--- config.mk ---
export PLATFORM = sky130hd
export DESIGN_NAME = muacm_in_arb
export DESIGN_NICKNAME = d
export VERILOG_FILES = /design/src/rtl/muacm_in_arb.sv
export SDC_FILE = /design/constraint.sdc
export NUM_CORES = 1
export LEC_CHECK = 0
export ABC_CLOCK_PERIOD_IN_PS = 7100
export BUFFER_PORTS_ARGS = -buffer_cell sky130_fd_sc_hd__buf_2
export CORE_AREA = 2 2 59 61
export CTS_CLUSTER_SIZE = 40
export DETAILED_ROUTE_END_ITERATION = 10
export DIE_AREA = 0 0 61 63
export HOLD_SLACK_MARGIN = 0.06
export PLACE_DENSITY = 0.76
export RECOVER_POWER = 50
export SETUP_SLACK_MARGIN = 0.4
export SKIP_LAST_GASP = 1
export SYNTH_ARGS = -nofsm -noshare
export SYNTH_HDL_FRONTEND = slang
export SYNTH_SLANG_ARGS = --single-unit
export TNS_END_PERCENT = 50
--- constraint.sdc ---
create_clock -name clk_usb -period 7.1 [get_ports clk_usb]
set_input_delay 1.42 -clock clk_usb [delete_from_list [all_inputs] [get_ports clk_usb]]
set_output_delay 1.42 -clock clk_usb [all_outputs]
set_load 0.005 [all_outputs]
--- src/rtl/muacm_in_arb.sv ---
// muacm_in_arb: two-channel round-robin burst arbiter feeding the muacm IN pipe.
// Optional per-grant channel tag byte (0xF0 | channel) enabled by defining ARB_CHAN_TAG_EN.
module muacm_in_arb #(
    parameter int MAX_BURST = 64,
    parameter int IDLE_REL  = 255
) (
    input  logic       clk_usb,
    input  logic       rst_usb,
    input  logic [7:0] s0_data,
    input  logic       s0_last,
    input  logic       s0_valid,
    output logic       s0_ready,
    input  logic [7:0] s1_data,
    input  logic       s1_last,
    input  logic       s1_valid,
    output logic       s1_ready,
    output logic [7:0] m_data,
    output logic       m_last,
    output logic       m_valid,
    input  logic       m_ready,
    output logic       m_flush_now,
    output logic       m_flush_time,
    output logic [1:0] grant
);
    typedef enum logic [1:0] {IDLE, HDR, XFER} state_t;

    localparam logic [7:0] MB = 8'(MAX_BURST);
    localparam logic [9:0] IR = 10'(IDLE_REL);

    state_t     state_q, state_d;
    logic       owner_q, owner_d;
    logic       last_gnt_q, last_gnt_d;
    logic       flush_now_q, flush_now_d;
    logic [7:0] beat_cnt_q, beat_cnt_d;
    logic [9:0] idle_cnt_q, idle_cnt_d;
`ifdef ARB_CHAN_TAG_EN
    logic [1:0] prev_owner_q, prev_owner_d;
`endif

    logic       xfer, hdr, own_valid, own_last, beat, pick;
    logic [7:0] own_data;

    assign xfer      = state_q == XFER;
    assign hdr       = state_q == HDR;
    assign own_valid = owner_q ? s1_valid : s0_valid;
    assign own_last  = owner_q ? s1_last : s0_last;
    assign own_data  = owner_q ? s1_data : s0_data;
    assign beat      = xfer & own_valid & m_ready;
    assign pick      = (s0_valid & s1_valid) ? ~last_gnt_q : s1_valid;

    assign m_flush_now  = flush_now_q;
    assign m_flush_time = ~rst_usb;

    // Route the owner (or its tag byte) to the core; nothing is driven while idle
    always_comb begin
        m_valid  = xfer ? own_valid : hdr;
        m_data   = xfer ? own_data : hdr ? (8'hF0 | {7'd0, owner_q}) : 8'h00;
        m_last   = xfer & own_last;
        s0_ready = xfer & ~owner_q & m_ready;
        s1_ready = xfer & owner_q & m_ready;
        grant    = (xfer | hdr) ? {owner_q, ~owner_q} : 2'b00;
    end

    // Arbitrate in IDLE, count beats and idle cycles in XFER, release on last/burst/idle
    always_comb begin
        state_d     = state_q;
        owner_d     = owner_q;
        last_gnt_d  = last_gnt_q;
        beat_cnt_d  = beat_cnt_q;
        idle_cnt_d  = idle_cnt_q;
        flush_now_d = 1'b0;
`ifdef ARB_CHAN_TAG_EN
        prev_owner_d = prev_owner_q;
`endif
        if (state_q == IDLE) begin
            if (s0_valid | s1_valid) begin
                owner_d    = pick;
                last_gnt_d = pick;
                beat_cnt_d = 8'd0;
                idle_cnt_d = 10'd0;
`ifdef ARB_CHAN_TAG_EN
                state_d    = (prev_owner_q == {pick, ~pick}) ? XFER : HDR;
`else
                state_d    = XFER;
`endif
            end
        end else if (state_q == HDR) begin
            if (m_ready) begin
                state_d = XFER;
`ifdef ARB_CHAN_TAG_EN
                prev_owner_d = {owner_q, ~owner_q};
`endif
            end
        end else begin
            beat_cnt_d  = beat_cnt_q + {7'd0, beat};
            idle_cnt_d  = own_valid ? 10'd0 : idle_cnt_q + 10'd1;
            flush_now_d = beat & own_last;
            if ((beat & (own_last | (beat_cnt_d == MB))) | (idle_cnt_d == IR))
                state_d = IDLE;
        end
    end

    // State registers; reset leaves channel 0 as the winner of the first tie
    always_ff @(posedge clk_usb or posedge rst_usb) begin
        if (rst_usb) begin
            state_q      <= IDLE;
            owner_q      <= 1'b0;
            last_gnt_q   <= 1'b1;
            flush_now_q  <= 1'b0;
            beat_cnt_q   <= 8'd0;
            idle_cnt_q   <= 10'd0;
`ifdef ARB_CHAN_TAG_EN
            prev_owner_q <= 2'b00;
`endif
        end else begin
            state_q      <= state_d;
            owner_q      <= owner_d;
            last_gnt_q   <= last_gnt_d;
            flush_now_q  <= flush_now_d;
            beat_cnt_q   <= beat_cnt_d;
            idle_cnt_q   <= idle_cnt_d;
`ifdef ARB_CHAN_TAG_EN
            prev_owner_q <= prev_owner_d;
`endif
        end
    end
endmodule

==> results.cfg, run 1 <==
[outcome]
outcome = completed

[route]
drt_first_pass_iters = 4
ant_nets = 0
finalWirelength_um = 3150
viasPerCell = 5.34
post-route-drc-count = 0
drt_iter0_drc = 92
num_vias = 1314
routedWlPerCell_um = 12.8

[clocking]
cts_max_level = 1
cts.sinks = 22
cts_buffers = 3
cts_tree = built
cts_root_buf = clkbuf_4
path_clk_slew_ps = 110
ctsHoldBuffers = 0
postCtsSetupBuffers = 0
clock_path_buffers = 2
ctsResizeCount = 0
clock_latency_ps = 300

[synth]
syn_inst = 168
synth.distinct_cells = 42
synth_nets = 195
yosysWarnings = 0
ys_ff_latch = 22
synth_edf_count = 0
async_flop_share_pct = 100
syn_area_um2 = 1540
synth_seq_area_share_pct = 35.9
synth_flop_cell = dfrtp_1
avgSynthCellArea_um2 = 9.16

[sta]
setup_ws_ps = 3320
grt_setup_unrepaired = false
hold_viol_final = 0
whs_ps = 506
period_share_pct = 53.2
setup_viol = 0
post-route-min-period_ps = 3780
worst_pin_slew_ps = 839
fmax_mhz = 265
slew_viol_final = 0
tns_ps = 0
max_slew_margin_pct = 44.0
fin_skew_ps = 9.08

[placement]
hpwlAfterDp_um = 2290
dp_slack_ps = 3240
place_area_um2 = 1730
port_buffers = 38
gp_congestion = 0.754

[finish]
fin_util_pct = 53.8
antenna_cells = 0
fill_cells = 318
areaGrowthSynthToFinish_pct = 13.0
drive_gt1_share_pct = 24.5
nets = 228
design_area_um2 = 1740

[global_routing]
grt_pass1_wl_um = 5440
antenna_found_initial = 0
gr-total-overflow = 0
grtUsageTotal_pct = 18.0
grt_pass1_vias = 1180
grt_max_degree = 31

[power]
power_leakage_uw = 0.000820
power_density_nw_per_um2 = 245
vdd_drop_max_mv = 0.0808

[run]
max_cap_violations = 0

[critical_path]
start_kind = input port
critical_path.endpoint_type = output pin
cp.required_ps = 5680
worstSetupPathType = input port to output pin
crit_fanout = 23
cp.arrival_ps = 2360

[floorplan]
start_util_pct = 47.6
coreArea_um2 = 3230
die_area_um2 = 3840
top_level_ports = 39
die_x_um = 61
die_h_um = 63
placementRows = 21

[worst_hold_path]
hp-class = flip-flop to flip-flop
==> layout make-up <==
type,instances,area (um^2),share of cell area (%)
Multi-Input combinational cell,132,896,51.5
Sequential cell,22,552,31.7
Timing Repair Buffer,39,196,11.3
Tap cell,46,57.6,3.31
Clock buffer,4,26.3,1.51
Inverter,3,11.3,0.647
==> report_power, final <==
part | switching (uW) | leakage [uW] | internal [uW]
clock | 36.5 | 0.0000150 | 21.8
combinational | 74.1 | 0.000513 | 89.8
sequential | 54.7 | 0.000291 | 149
==> sequential cells by signal (all words and copies together), names as in the netlist <==
register / flops
owner_q: 1
beat_cnt_q: 8
last_gnt_q: 1
idle_cnt_q: 10
state_q: 1
m_flush_now: 1
==> cells in the final DEF, fill, tap and decap left out, types with 2 or more instances in the layout <==
cell / synthesis / layout
ha_1: 4 / 4
o31ai_1: 4 / 4
nor4_1: 2 / 2
clkbuf_1: 6 / 2
nand2_1: 11 / 12
o21ai_0: 17 / 17
nand3_1: 10 / 10
xnor2_1: 4 / 4
buf_2: 2 / 37
nor2_1: 11 / 11
dfrtp_1: 21 / 21
xor2_1: 4 / 4
o41ai_1: 2 / 2
or3_1: 2 / 2
and3_1: 3 / 3
nor3_1: 2 / 2
a21oi_1: 6 / 6
nor2b_1: 13 / 13
nand2b_1: 3 / 3
mux2i_1: 9 / 10
clkbuf_4: 0 / 3
a22o_1: 8 / 8
inv_1: 3 / 3
==> path summary, 6_finish.rpt <==
kind | from | endpoint | slack [ps] | cells past startpoint
max in group asynchronous | rst_usb | beat_cnt_q[0] | 5310 | 2
worst max-delay path | rst_usb | m_flush_time | 3320 | 3
worst min register to register | last_gnt_q | last_gnt_q | 510 | 2
worst max register to register | owner_q | state_q[1] | 4140 | 8
worst min-delay path | last_gnt_q | last_gnt_q | 510 | 2
min in group asynchronous | rst_usb | idle_cnt_q[8] | 1260 | 2
==> cell families after synthesis <==
| group | after synthesis | share of synthesized area [%] |
|---|---|---|
| XOR/XNOR | 8 | 4.55 |
| AO/OA/AOI/OAI | 45 | 19.8 |
| flip-flops | 22 | 35.9 |
| adder cells (fa/ha/maj) | 4 | 3.25 |
| multiplexers | 10 | 7.32 |
| AND/OR/NAND/NOR | 65 | 24.6 |
| buffers and inverters | 14 | 4.63 |
==> worst max-delay path: stages <==
cell	delay, ps
buf_2	90
inv_1	600
buf_2	240
==> cell usage after synthesis (6+ instances only) <==
master	n	area share, %
a22o_1	8	4.6
nor2b_1	13	5.3
a21oi_1	6	2.0
nand3_1	10	3.3
nand2_1	11	2.7
clkbuf_1	6	1.5
mux2i_1	9	5.9
dfrtp_1	21	34
o21ai_0	17	5.5
nor2_1	11	2.7
==> through the flow <==
step           power, uW  cells
4_1_cts              439    246
5_1_grt              468    246
6_report             426    246
2_1_floorplan        331    168
3_3_place_gp         375    242
3_5_place_dp         380    242
==> routing by layer <==
layer | track usage (%) | wire length (um) | vias up
li1 | - | - | 672
met1 | 25.9 | 1490 | 622
met5 | 0 | 0 | -
met2 | 27.4 | 1550 | 16
met3 | 3.31 | 76 | 4
met4 | 4.62 | 27 | 0
(Power assumes the default switching activity.)
==> run 2: changes to the inputs <==
--- a/config.mk
+++ b/config.mk
@@ -5,7 +5,7 @@
 export SDC_FILE = /design/constraint.sdc
 export NUM_CORES = 1
 export LEC_CHECK = 0
-export ABC_CLOCK_PERIOD_IN_PS = 7100
+export ABC_CLOCK_PERIOD_IN_PS = 3800
 export BUFFER_PORTS_ARGS = -buffer_cell sky130_fd_sc_hd__buf_2
 export CORE_AREA = 2 2 59 61
 export CTS_CLUSTER_SIZE = 40
==> constraint.sdc (replaced) <==
create_clock -name clk_usb -period 3.8 [get_ports clk_usb]
set_input_delay 0.76 -clock clk_usb [delete_from_list [all_inputs] [get_ports clk_usb]]
set_output_delay 0.76 -clock clk_usb [all_outputs]
set_load 0.005 [all_outputs]
==> run 2 against run 1 <==
Against the previous run:
- global-route usage grew 0.47 points
- worst hold slack gained 3.7 ps
- via count grew 0.46%
- die area is the same
- routed wire length grew 3.6%
- clock power grew to 3.1 times the previous value
- register-to-register slack lost 3100 ps
- sequential power grew 73%
- worst setup slack lost 2300 ps
- cell area grew 2.8%
- clock skew shrank 1.1 ps
- combinational power grew 120%
==> results.cfg, run 2 (synthesis gave the netlist of run 1 again) <==
[outcome]
outcome = completed

[clocking]
path_clk_slew_ps = 130
cts_max_level = 1
cts.sinks = 22
clock_path_buffers = 2
ctsHoldBuffers = 0
cts_tree = built
clock_latency_ps = 310
cts_buffers = 3
postCtsSetupBuffers = 0
cts_root_buf = clkbuf_4
ctsResizeCount = 0

[floorplan]
die_h_um = 63
coreArea_um2 = 3230
start_util_pct = 47.6
top_level_ports = 39
die_x_um = 61
die_area_um2 = 3840
placementRows = 21

[finish]
final_cell_mix = 37 x buf_2, 21 x dfrtp_1, 17 x o21ai_0
areaGrowthSynthToFinish_pct = 16.2
largest_reg_flops = 10
nets = 230
top_regs = idle_cnt_q x10, beat_cnt_q x8
largest_register = idle_cnt_q
final_common_cell = buf_2
drive_gt1_share_pct = 25.2
antenna_cells = 0
design_area_um2 = 1790
fill_cells = 318

[critical_path]
path_cells = buf_2 -> inv_1 -> clkbuf_1 -> buf_2
crit_fanout = 23
worstSetupPathType = input port to output pin
path_depth = 4
start_kind = input port
reg2reg_to = state_q[1]
r2r_cells = 9
max_stage_delay_ps = 870
cp_slowest_cell = clkbuf_1
endpoint = m_flush_time
cp.arrival_ps = 2030
crit_top_cell = buf_2
critical_path.endpoint_type = output pin
cp.required_ps = 3040
worst-path-buf-inv = 4
path_delay_family = buffers and inverters
reg2reg_slack_ps = 1030
startpoint = rst_usb
r2r_start = state_q[1]

[sta]
fin_skew_ps = 7.94
grt_setup_unrepaired = false
hold_viol_final = 0
worst_pin_slew_ps = 1190
setup_viol = 0
period_share_pct = 73.4
max_slew_margin_pct = 20.8
fmax_mhz = 359
slew_viol_final = 0
post-route-min-period_ps = 2790
tns_ps = 0

[power]
switching_share_pct = 36.6
combPwrFrac_pct = 40.4
power_leakage_uw = 0.000834
p_clk_share_pct = 20.3
total_power_uw = 894
p_int_uw = 567
p_sw_uw = 327
power_density_nw_per_um2 = 500
vdd_drop_max_mv = 0.431
p_seq_share_pct = 39.3

[worst_hold_path]
hp-class = flip-flop to flip-flop

[route]
drt_first_pass_iters = 4
finalWirelength_um = 3260
ant_nets = 0
viasPerCell = 5.32
routedWlPerCell_um = 13.1
drt_iter0_drc = 85
num_vias = 1320
post-route-drc-count = 0

[placement]
hpwlAfterDp_um = 2330
place_area_um2 = 1750
gp_congestion = 0.825
port_buffers = 38

[run]
max_cap_violations = 0

[global_routing]
grt_max_degree = 31
grt_pass1_wl_um = 5570
gr-total-overflow = 0
grtUsageTotal_pct = 18.5
grt_pass1_vias = 1186
antenna_found_initial = 0
## run 2: changes by cell type in the layout (fill, tap and decap cells not counted)
cell       delta
bufinv_16     +1
clkbuf_1      +1
mux2i_1       -1
mux2i_4       +1
nand2_1       -1
nand2_4       +1
nor3_1        +1
nor3_2        -1
## run 2: worst min path at each step
stage                     cells after the start  slack, ps             to          start
final                                         2        510     last_gnt_q     last_gnt_q
after global routing                          1        530  idle_cnt_q[9]  idle_cnt_q[9]
after CTS                                     3        460  idle_cnt_q[8]        rst_usb
after detailed placement                      2        490     last_gnt_q     last_gnt_q
after global placement                        2        480     last_gnt_q     last_gnt_q
after floorplan                               2        460     last_gnt_q     last_gnt_q
## run 2: cell type report
cell class,instances,area [um^2],share of cell area [%]
multi-input combinational,132,911,50.9
sequential,22,552,30.9
timing repair buffer,41,204,11.4
tap,46,57.6,3.22
clock inverter,1,30.0,1.68
clock buffer,3,22.5,1.26
inverter,3,11.3,0.630
## run 2: worst register-to-register path, delay by kind of cell (launching register included)
family | cells | cell delay [ps]
AOI/OAI and AO/OA | 4 | 700
adders and majority gates | 2 | 490
DFF | 1 | 900
and+or+nand+nor | 3 | 540
## run 2: metal layers
metal  GRT usage (%)  up-vias  part of all wire [%]
met5               0        -                     0
met4            3.53        0                  0.37
met3            3.93        2                   2.9
met2            29.8       22                    50
met1            25.2      617                    47
li1                -      679                     -
## run 2: metrics by stage
step           cells  hold WS, ps  worst slack [ps]  util (%)
2_1_floorplan    168          463              1450         -
3_3_place_gp     244          475              1160      54.1
3_5_place_dp     244          493              1050      54.1
4_1_cts          248          459              1040      55.7
5_1_grt          248          532               690      55.3
6_report         248          510              1010      55.3
## run 2: power by group through the flow
| stage | logic (uW) | registers (uW) | clock network, uW |
|---|---|---|---|
| global placement | 358 | 353 | 0 |
| global route | 405 | 365 | 197 |
| CTS | 368 | 351 | 186 |
| detailed placement | 365 | 356 | 0 |
| finish | 361 | 352 | 181 |
| floorplan | 301 | 317 | 0 |
==> run 3: changes to the inputs <==
--- a/config.mk
+++ b/config.mk
@@ -5,12 +5,12 @@
 export SDC_FILE = /design/constraint.sdc
 export NUM_CORES = 1
 export LEC_CHECK = 0
-export ABC_CLOCK_PERIOD_IN_PS = 3800
+export ABC_CLOCK_PERIOD_IN_PS = 2500
 export BUFFER_PORTS_ARGS = -buffer_cell sky130_fd_sc_hd__buf_2
-export CORE_AREA = 2 2 59 61
+export CORE_AREA = 2 2 60 62
 export CTS_CLUSTER_SIZE = 40
 export DETAILED_ROUTE_END_ITERATION = 10
-export DIE_AREA = 0 0 61 63
+export DIE_AREA = 0 0 62 64
 export HOLD_SLACK_MARGIN = 0.06
 export PLACE_DENSITY = 0.76
 export RECOVER_POWER = 50
==> constraint.sdc (replaced) <==
create_clock -name clk_usb -period 2.5 [get_ports clk_usb]
set_input_delay 0.5 -clock clk_usb [delete_from_list [all_inputs] [get_ports clk_usb]]
set_output_delay 0.5 -clock clk_usb [all_outputs]
set_load 0.005 [all_outputs]
==> run 3 against run 2 <==
Against the previous run:
- sequential share of layout area shrank 1.1 points
- largest cell class unchanged
- clock skew decreased by 1.8 ps
- sequential power is 51% higher
- clock power is 10% higher
- highest routed layer unchanged
- flip-flop and latch count stayed put
==> results.cfg, run 3 (synthesis gave the netlist of run 1 again) <==
[clocking]
cts.sinks = 22
cts_tree = built
path_clk_slew_ps = 130
cts_root_buf = clkbuf_4
clock_latency_ps = 310
cts_max_level = 1
clock_path_buffers = 2
ctsHoldBuffers = 0
cts_buffers = 3

[finish]
regArea_um2 = 552
nets = 234
areaGrowthSynthToFinish_pct = 20.5
top_regs = idle_cnt_q x10, beat_cnt_q x8
final_cell_mix = 36 x buf_2, 21 x dfrtp_1, 17 x o21ai_0
multi_input_area_um2 = 965
largest_reg_flops = 10
antenna_cells = 0
fill_cells = 299
drive_gt1_share_pct = 30.1
largest_register = idle_cnt_q
final_common_cell = buf_2

[route]
post-route-drc-count = 0
drt_iter0_drc = 61
ant_nets = 0
num_vias = 1373
drt_first_pass_iters = 4
finalWirelength_um = 3380
routedWlPerCell_um = 13.4
viasPerCell = 5.45

[global_routing]
grtUsageTotal_pct = 17.9
grt_pass1_vias = 1303
gr-total-overflow = 0
grt_pass1_wl_um = 5600
grt_max_degree = 30
antenna_found_initial = 0

[critical_path]
endpoint = state_q[1]
critical_path.endpoint_type = flip-flop
worst-path-buf-inv = 0
r2r_start = owner_q
crit_fanout = 4
cp_slowest_cell = dfrtp_1
r2r_cells = 8
startpoint = owner_q
path_cells = mux2i_4 -> nor2_4 -> ha_1 -> nand3_2 -> nor2_2 -> a2bb2oi_1 -> o41ai_2 -> a211oi_2
path_delay_family = compound AO/OA/AOI/OAI gates
cp.arrival_ps = 2230
max_stage_delay_ps = 440
start_kind = flip-flop
cp.required_ps = 2670
path_depth = 8
reg2reg_slack_ps = 440
reg2reg_to = state_q[1]
worstSetupPathType = flip-flop to flip-flop

[power]
vdd_drop_max_mv = 0.493
power_leakage_uw = 0.000844
power_density_nw_per_um2 = 729

[floorplan]
start_util_pct = 46.9
placementRows = 21
die_x_um = 62
top_level_ports = 39
die_h_um = 64
die_area_um2 = 3970
coreArea_um2 = 3280

[sta]
period_share_pct = 82.5
fmax_mhz = 485
tns_ps = 0
worst_pin_slew_ps = 1180
max_slew_margin_pct = 21.5
slew_viol_final = 0
hold_viol_final = 0
setup_ws_ps = 438
setup_viol = 0
post-route-min-period_ps = 2060
fin_skew_ps = 6.16
grt_setup_unrepaired = true

[placement]
hpwlAfterDp_um = 2320
dp_slack_ps = 314
port_buffers = 38
gp_congestion = 0.881

[run]
max_cap_violations = 0

[outcome]
outcome = completed

[worst_hold_path]
hp-class = input port to flip-flop
[run 3: cell types whose count changed in the layout (fill, tap and decap cells not counted), sizes merged]
cell | before | now
bufinv | 1 | 0
clkbuf | 6 | 8
buf | 38 | 41
[run 3: per-stage QoR]
step           total power, uW  hold slack [ps]  instances  instance area (um^2)  utilization [%]
3_5_place_dp              1120              497        246                  1780             54.1
4_1_cts                   1320              260        250                  1810             55.2
6_report                  1350              482        252                  1850             56.5
3_3_place_gp              1110              485        246                  1780             54.1
5_1_grt                   1470              497        252                  1850             56.5
2_1_floorplan              953              463        168                  1550                -
[run 3: area by class of cell]
| cell class | instances | share of cell area, % |
|---|---|---|
| Clock buffer | 4 | 1.96 |
| Inverter | 3 | 0.607 |
| Timing Repair Buffer | 45 | 12.6 |
| Multi-Input combinational cell | 132 | 52.0 |
| Tap cell | 46 | 3.10 |
| Sequential cell | 22 | 29.8 |
[run 3: how the worst min path moves through the flow]
stage | from | endpoint | slack (ps) | depth (start not counted)
5_1_grt | s1_valid | last_gnt_q | 500 | 3
2_1_floorplan | last_gnt_q | last_gnt_q | 460 | 2
3_5_place_dp | last_gnt_q | last_gnt_q | 500 | 2
6_report | s1_valid | last_gnt_q | 480 | 3
4_1_cts | rst_usb | idle_cnt_q[8] | 260 | 3
3_3_place_gp | last_gnt_q | last_gnt_q | 490 | 2
[run 3: what timing repair did]
| item | 4_1_cts | 5_1_grt |
|---|---|---|
| gates resized for setup | 0 | 8 |
| setup buffers | 0 | 2 |
| endpoints found under the setup margin | 0 | 2 |
[run 3: power by group]
group	internal, uW	switching (uW)	leakage [uW]
Combinational	316	306	0.000532
Sequential	423	107	0.000291
Clock	89.0	111	0.0000210
Total	828	524	0.000844
[run 3: tightest hold or removal path: stages]
cell      delay, ps
buf_2           120
nand2b_1         90
o21ai_0          80
[run 3: per-layer routing]
metal,GRT usage (%),part of all wire [%],vias to the layer above
met2,28.3,48,22
met4,3.19,0.38,0
met1,24.7,49,658
li1,-,-,691
met3,4.25,2.7,2
met5,0,0,-
